<file path="src/rtl/matrix_alu_param.sv">
// Parametrised N x N signed matrix ALU: A, B operands, R result, one step per cycle.
// Optional saturating arithmetic and ovf flag: define MATRIX_ALU_SATURATE_EN.
module matrix_alu_param #(
    parameter int N  = 3,
    parameter int W  = 32,
    parameter int AW = 4
) (
    input  logic          clk,
    input  logic          reset_n,
    input  logic          wr_en,
    input  logic          wr_sel,
    input  logic [AW-1:0] wr_addr,
    input  logic [W-1:0]  wr_data,
    input  logic          op_start,
    input  logic [2:0]    op_code,
    input  logic [W-1:0]  scalar,
    input  logic [AW-1:0] rd_addr,
    output logic [W-1:0]  rd_data,
    output logic          busy,
    output logic          done,
    output logic          err,
    output logic          ovf
);

    localparam int NN = N * N;
    localparam int IW = $clog2(NN);
    localparam int CW = $clog2(N);
    localparam logic [AW:0]   NN_A = (AW + 1)'(NN);
    localparam logic [CW-1:0] LAST = CW'(N - 1);

    localparam logic [2:0] OP_TR  = 3'd0;
    localparam logic [2:0] OP_ADD = 3'd1;
    localparam logic [2:0] OP_SUB = 3'd2;
    localparam logic [2:0] OP_MUL = 3'd3;
    localparam logic [2:0] OP_SCL = 3'd4;

    typedef enum logic [1:0] {
        S_IDLE,
        S_RUN,
        S_DONE
    } state_t;

`ifdef MATRIX_ALU_SATURATE_EN
    localparam logic [W-1:0] MAXV = {1'b0, {(W-1){1'b1}}};
    localparam logic [W-1:0] MINV = {1'b1, {(W-1){1'b0}}};

    // Returns {clamped, value}; clamps to the signed W-bit range.
    function automatic logic [W:0] f_add(
        input logic [W-1:0] x,
        input logic [W-1:0] y,
        input logic         sub
    );
        logic [W:0] s;
        if (sub) s = {x[W-1], x} - {y[W-1], y};
        else     s = {x[W-1], x} + {y[W-1], y};
        if (s[W] != s[W-1])
            return {1'b1, (s[W] ? MINV : MAXV)};
        return {1'b0, s[W-1:0]};
    endfunction

    function automatic logic [W:0] f_mul(
        input logic [W-1:0] x,
        input logic [W-1:0] y
    );
        logic signed [2*W-1:0] p;
        logic [W:0]            hi;
        p  = $signed(x) * $signed(y);
        hi = p[2*W-1:W-1];
        if (hi != '0 && hi != '1)
            return {1'b1, (p[2*W-1] ? MINV : MAXV)};
        return {1'b0, p[W-1:0]};
    endfunction
`else
    // Modular arithmetic: the clamp bit is always 0.
    function automatic logic [W:0] f_add(
        input logic [W-1:0] x,
        input logic [W-1:0] y,
        input logic         sub
    );
        logic [W-1:0] s;
        if (sub) s = x - y;
        else     s = x + y;
        return {1'b0, s};
    endfunction

    function automatic logic [W:0] f_mul(
        input logic [W-1:0] x,
        input logic [W-1:0] y
    );
        logic [W-1:0] p;
        p = x * y;
        return {1'b0, p};
    endfunction
`endif

    function automatic logic [IW-1:0] f_idx(
        input logic [CW-1:0] r,
        input logic [CW-1:0] c
    );
        return IW'(r) * IW'(N) + IW'(c);
    endfunction

    state_t        state_q, state_d;
    logic [2:0]    op_q, op_d;
    logic [W-1:0]  scal_q, scal_d;
    logic [CW-1:0] i_q, i_d;
    logic [CW-1:0] j_q, j_d;
    logic [CW-1:0] k_q, k_d;
    logic [W-1:0]  acc_q, acc_d;
    logic          err_q, err_d;
    logic          ovf_q, ovf_d;
    logic [W-1:0]  rd_data_q, rd_data_d;
    logic [W-1:0]  a_q [NN];
    logic [W-1:0]  a_d [NN];
    logic [W-1:0]  b_q [NN];
    logic [W-1:0]  b_d [NN];
    logic [W-1:0]  r_q [NN];
    logic [W-1:0]  r_d [NN];

    logic [W:0]    t0, t1;
    logic [W-1:0]  res;
    logic          clamp;
    logic          wr_r;
    logic          last;
    logic [IW-1:0] e_ij, e_ji, e_ik, e_kj;

    // Next-state: operand writes, command decode, one datapath step per RUN cycle.
    always_comb begin
        state_d   = state_q;
        op_d      = op_q;
        scal_d    = scal_q;
        i_d       = i_q;
        j_d       = j_q;
        k_d       = k_q;
        acc_d     = acc_q;
        err_d     = err_q;
        ovf_d     = ovf_q;
        a_d       = a_q;
        b_d       = b_q;
        r_d       = r_q;
        t0        = '0;
        t1        = '0;
        res       = '0;
        clamp     = 1'b0;
        wr_r      = 1'b0;
        last      = 1'b0;
        e_ij      = f_idx(i_q, j_q);
        e_ji      = f_idx(j_q, i_q);
        e_ik      = f_idx(i_q, k_q);
        e_kj      = f_idx(k_q, j_q);

        if ({1'b0, rd_addr} < NN_A)
            rd_data_d = r_q[rd_addr[IW-1:0]];
        else
            rd_data_d = '0;

        unique case (state_q)
            S_IDLE: begin
                if (wr_en && ({1'b0, wr_addr} < NN_A)) begin
                    if (wr_sel) b_d[wr_addr[IW-1:0]] = wr_data;
                    else        a_d[wr_addr[IW-1:0]] = wr_data;
                end
                if (op_start) begin
                    if (op_code <= OP_SCL) begin
                        state_d = S_RUN;
                        op_d    = op_code;
                        scal_d  = scalar;
                        i_d     = '0;
                        j_d     = '0;
                        k_d     = '0;
                        acc_d   = '0;
                        err_d   = 1'b0;
                        ovf_d   = 1'b0;
                    end else begin
                        state_d = S_DONE;
                        err_d   = 1'b1;
                    end
                end
            end
            S_RUN: begin
                unique case (op_q)
                    OP_TR: begin
                        res  = a_q[e_ji];
                        wr_r = 1'b1;
                    end
                    OP_ADD, OP_SUB: begin
                        t0    = f_add(a_q[e_ij], b_q[e_ij],
                                      op_q == OP_SUB);
                        res   = t0[W-1:0];
                        clamp = t0[W];
                        wr_r  = 1'b1;
                    end
                    OP_SCL: begin
                        t0    = f_mul(scal_q, a_q[e_ij]);
                        res   = t0[W-1:0];
                        clamp = t0[W];
                        wr_r  = 1'b1;
                    end
                    OP_MUL: begin
                        t0 = f_mul(a_q[e_ik], b_q[e_kj]);
                        if (k_q == '0) begin
                            res   = t0[W-1:0];
                            clamp = t0[W];
                        end else begin
                            t1    = f_add(acc_q, t0[W-1:0], 1'b0);
                            res   = t1[W-1:0];
                            clamp = t0[W] | t1[W];
                        end
                        acc_d = res;
                        wr_r  = (k_q == LAST);
                    end
                    default: ;
                endcase

                if (wr_r) r_d[e_ij] = res;
                ovf_d = ovf_q | clamp;

                last = (i_q == LAST) && (j_q == LAST) &&
                       (op_q != OP_MUL || k_q == LAST);

                if (op_q == OP_MUL && k_q != LAST) begin
                    k_d = k_q + 1'b1;
                end else begin
                    k_d = '0;
                    if (j_q != LAST) begin
                        j_d = j_q + 1'b1;
                    end else begin
                        j_d = '0;
                        i_d = i_q + 1'b1;
                    end
                end

                if (last) state_d = S_DONE;
            end
            S_DONE: state_d = S_IDLE;
            default: state_d = S_IDLE;
        endcase
    end

    // State registers; reset clears matrices, flags and aborts any operation.
    always_ff @(posedge clk or negedge reset_n) begin
        if (!reset_n) begin
            state_q   <= S_IDLE;
            op_q      <= '0;
            scal_q    <= '0;
            i_q       <= '0;
            j_q       <= '0;
            k_q       <= '0;
            acc_q     <= '0;
            err_q     <= 1'b0;
            ovf_q     <= 1'b0;
            rd_data_q <= '0;
            for (int e = 0; e < NN; e++) begin
                a_q[e] <= '0;
                b_q[e] <= '0;
                r_q[e] <= '0;
            end
        end else begin
            state_q   <= state_d;
            op_q      <= op_d;
            scal_q    <= scal_d;
            i_q       <= i_d;
            j_q       <= j_d;
            k_q       <= k_d;
            acc_q     <= acc_d;
            err_q     <= err_d;
            ovf_q     <= ovf_d;
            rd_data_q <= rd_data_d;
            a_q       <= a_d;
            b_q       <= b_d;
            r_q       <= r_d;
        end
    end

    assign busy    = (state_q == S_RUN);
    assign done    = (state_q == S_DONE);
    assign err     = err_q;
    assign ovf     = ovf_q;
    assign rd_data = rd_data_q;

endmodule

</file>
<file path="config.mk">
export PLATFORM = sky130hd
export DESIGN_NAME = matrix_alu_param
export DESIGN_NICKNAME = d
export VERILOG_FILES = /design/src/rtl/matrix_alu_param.sv
export SDC_FILE = /design/constraint.sdc
export NUM_CORES = 2
export LEC_CHECK = 0
export BUFFER_PORTS_ARGS = -buffer_cell sky130_fd_sc_hd__buf_2
export CORE_ASPECT_RATIO = 1.25
export CORE_UTILIZATION = 65
export DETAILED_ROUTE_END_ITERATION = 10
export PLACE_DENSITY = 0.94
export SETUP_SLACK_MARGIN = 0.02
export SLEW_MARGIN = 30
export SYNTH_ARGS = -nofsm -noshare
export SYNTH_HDL_FRONTEND = slang
export SYNTH_SLANG_ARGS = --single-unit
</file>
<file path="constraint.sdc">
create_clock -name clk -period 16.15 [get_ports clk]
set_input_delay 1.615 -clock clk [delete_from_list [all_inputs] [get_ports clk]]
set_output_delay 1.615 -clock clk [all_outputs]
set_load 0.1 [all_outputs]
</file>
==> flow_summary.toml <==
[status]
status = "complete, but fails checks"
violations = "DRC"

[clock_tree]
insertion_delay_ns = 0.84
clkTransAtPathRegs_ns = 0.07
ctsResizeCount = 0
cts_hold_buf = 0
post_cts_buffers = 0
numCtsBuffers = 98
clockBufferDepth = 3
clock-root-buffer = "clkbuf_16"
clkSinkCount = 972
cts_tree = "yes"
htreeDepth = 3

[synthesis]
synth_common_cells = "inv_1 (1026), dfrtp_1 (972), mux2_2 (849)"
synth_top_area_share_pct = 28.1
synth_area_per_cell_um2 = 11.0
yosysMostFrequentCell = "inv_1"
syn-cell-area_um2 = 86600
synthArstFlopShare_pct = 100
syn_inst = 7882
synth_edf_count = 0
synth_flop_cell = "dfrtp_1"
yosysSeqAreaShare_pct = 28.1
ys_types = 102
syn_nets = 9110
yosys_warnings = 0
ys_top_cells_by_area = "dfrtp_1 (28%), fa_1 (19%), mux2_2 (11%)"
yosys.area.top_type = "dfrtp_1"
ys_ff_latch = 972

[grt]
grt_pass1_vias = 74270
grt.overflow.total = 0
antenna_found_initial = 35
grt_usage_pct = 45.7
grt_pass1_wl_um = 454000
grt_max_degree = 186

[sta]
rsz0062_at_grt = "no"
fin_crit_ns = 14.06
max_freq_ghz = 0.0711
maxSlewViolCount = 0
relSlewSlack_pct = 18.5
setup_viol = 0
fin_worst_skew_ns = 0.107
finalCritPeriodShare_pct = 87.1
hold_violations = 0
fin_ws_ns = 2.09
tns_ns = 0
worst_slew_pin_slew_ns = 1.22

[setup_path]
cp_slowest_cell = "fa_4"
arrival_ns = 14.70
critPathMaxFanout = 36
worst_path_most_repeated_cell = "inv_1"
r2r_slack_ns = 2.09
ff2ff_path_depth = 42
critPathMaxStageDelay_ns = 1.06
endpoint_kind = "flop"
required_ns = 16.79
r2r_start = "i_q[0]"
startpoint = "i_q[0]"
worstSetupPathType = "flop to flop"
cp-endpoint = "r_q[217]"
reg2reg_to = "r_q[217]"
critPathLaunchType = "flop"

[floorplan]
die_h_um = 410
fp.dieArea_um2 = 135000
start_util_pct = 65.6
fp.dieW_um = 328
num_rows = 149
core-area_um2 = 132000
ios = 116

[route]
ant_nets = 0
drtIter0Drc = 10042
routed_via_density = 7.15
wirelength_um = 303000
first_pass_iters = 11
avgRoutedWirePerCell_um = 31.4
drc = 28
vias = 68866

[final_layout]
syn_to_final_growth_pct = 6.84
final_area_um2 = 92500
drive_gt1_share_pct = 22.7
finish.utilization_pct = 70.1
fin_nets = 9020
nFillCells = 8279

[placed_design]
routabilityCongestion = 1.00
place_hpwl_um = 200000
place_area_um2 = 88700
pre_cts_ws_ns = 2.36
portBuffers = 114

[flow_run]
maxCapViolations = 0

[hold_path]
min_path_type = "flop to flop"
==> flip-flops by register name, indices dropped and copies added (netlist names) <==
name and count:
j_q 2, acc_q 32, a_q 288, r_q 288, op_q 3, rd_data 32, scal_q 32, b_q 288
i_q 2, k_q 2, state_q 2, err 1
==> metal layers <==
layer  GRT usage [%]  routed length (um)
met2            66.1              131000
met5            1.12                 281
met4            43.9               35900
met1            49.5               90300
met3            20.1               45000
==> worst min path at each step <==
stage               from           to  slack, ns  depth (start not counted)
5_1_grt        acc_q[11]    acc_q[11]       0.51                          2
6_report        acc_q[8]     acc_q[8]       0.49                          2
4_1_cts         acc_q[8]     acc_q[8]       0.48                          2
2_1_floorplan   acc_q[8]     acc_q[8]       0.45                          2
3_3_place_gp     r_q[24]  rd_data[24]       0.46                          2
3_5_place_dp     r_q[29]  rd_data[29]       0.47                          2
==> layout by cell type (no fill, tap or decap), drive strengths merged, types with 78 or more instances in the layout <==
cell    netlist  layout
a31oi        78      78
buf         173     298
nor2        454     454
a21oi       194     194
and2        135     135
mux2        858     858
mux4        340     340
dfrtp       972     972
fa          824     824
o21ai       203     203
nand2       773     773
mux2i       251     251
clkbuf      313     139
xnor2       137     137
ha          324     324
inv        1027    1032
==> cells by family after synthesis <==
| kind of cell | after synthesis | synth area share, % |
|---|---|---|
| multiplexers | 1449 | 23.1 |
| adder cells (fa/ha/maj) | 1148 | 23.7 |
| AND/OR/NAND/NOR | 1722 | 8.80 |
| AO/OA/AOI/OAI | 851 | 6.43 |
| flip-flops | 972 | 28.1 |
| XOR/XNOR | 222 | 2.58 |
| buffers and inverters | 1517 | 7.29 |
| other | 1 | 0.00433 |
==> layout make-up <==
type | count | area (um^2) | area share [%]
clock inverters | 44 | 576 | 0.622
diodes | 26 | 65.1 | 0.0703
clock buffers | 138 | 2820 | 3.05
repair buffers | 299 | 2180 | 2.35
inverters | 1028 | 3860 | 4.17
well taps | 1736 | 2170 | 2.35
multi-input cells | 5393 | 56500 | 61.1
flip-flops and latches | 972 | 24300 | 26.3
==> metrics by stage <==
stage,std cells,hold slack (ns)
after CTS,9602,0.485
final,9636,0.488
after global placement,9420,0.462
after global routing,9621,0.512
after detailed placement,9420,0.470
after floorplan,7882,0.445
==> critical path: cells and delay by family, from the launching register on <==
family	cells	cell delay, ns
and+or+nand+nor	8	1.28
DFF	1	0.54
adders and majority gates	12	5.73
buffers and inverters	9	1.24
xor gates and xnor gates	2	0.20
muxes	5	2.77
AOI/OAI and AO/OA	6	2.09
Power is not shown: default switching activity piles up to over one toggle a cycle in this logic, so the estimate is an artifact.
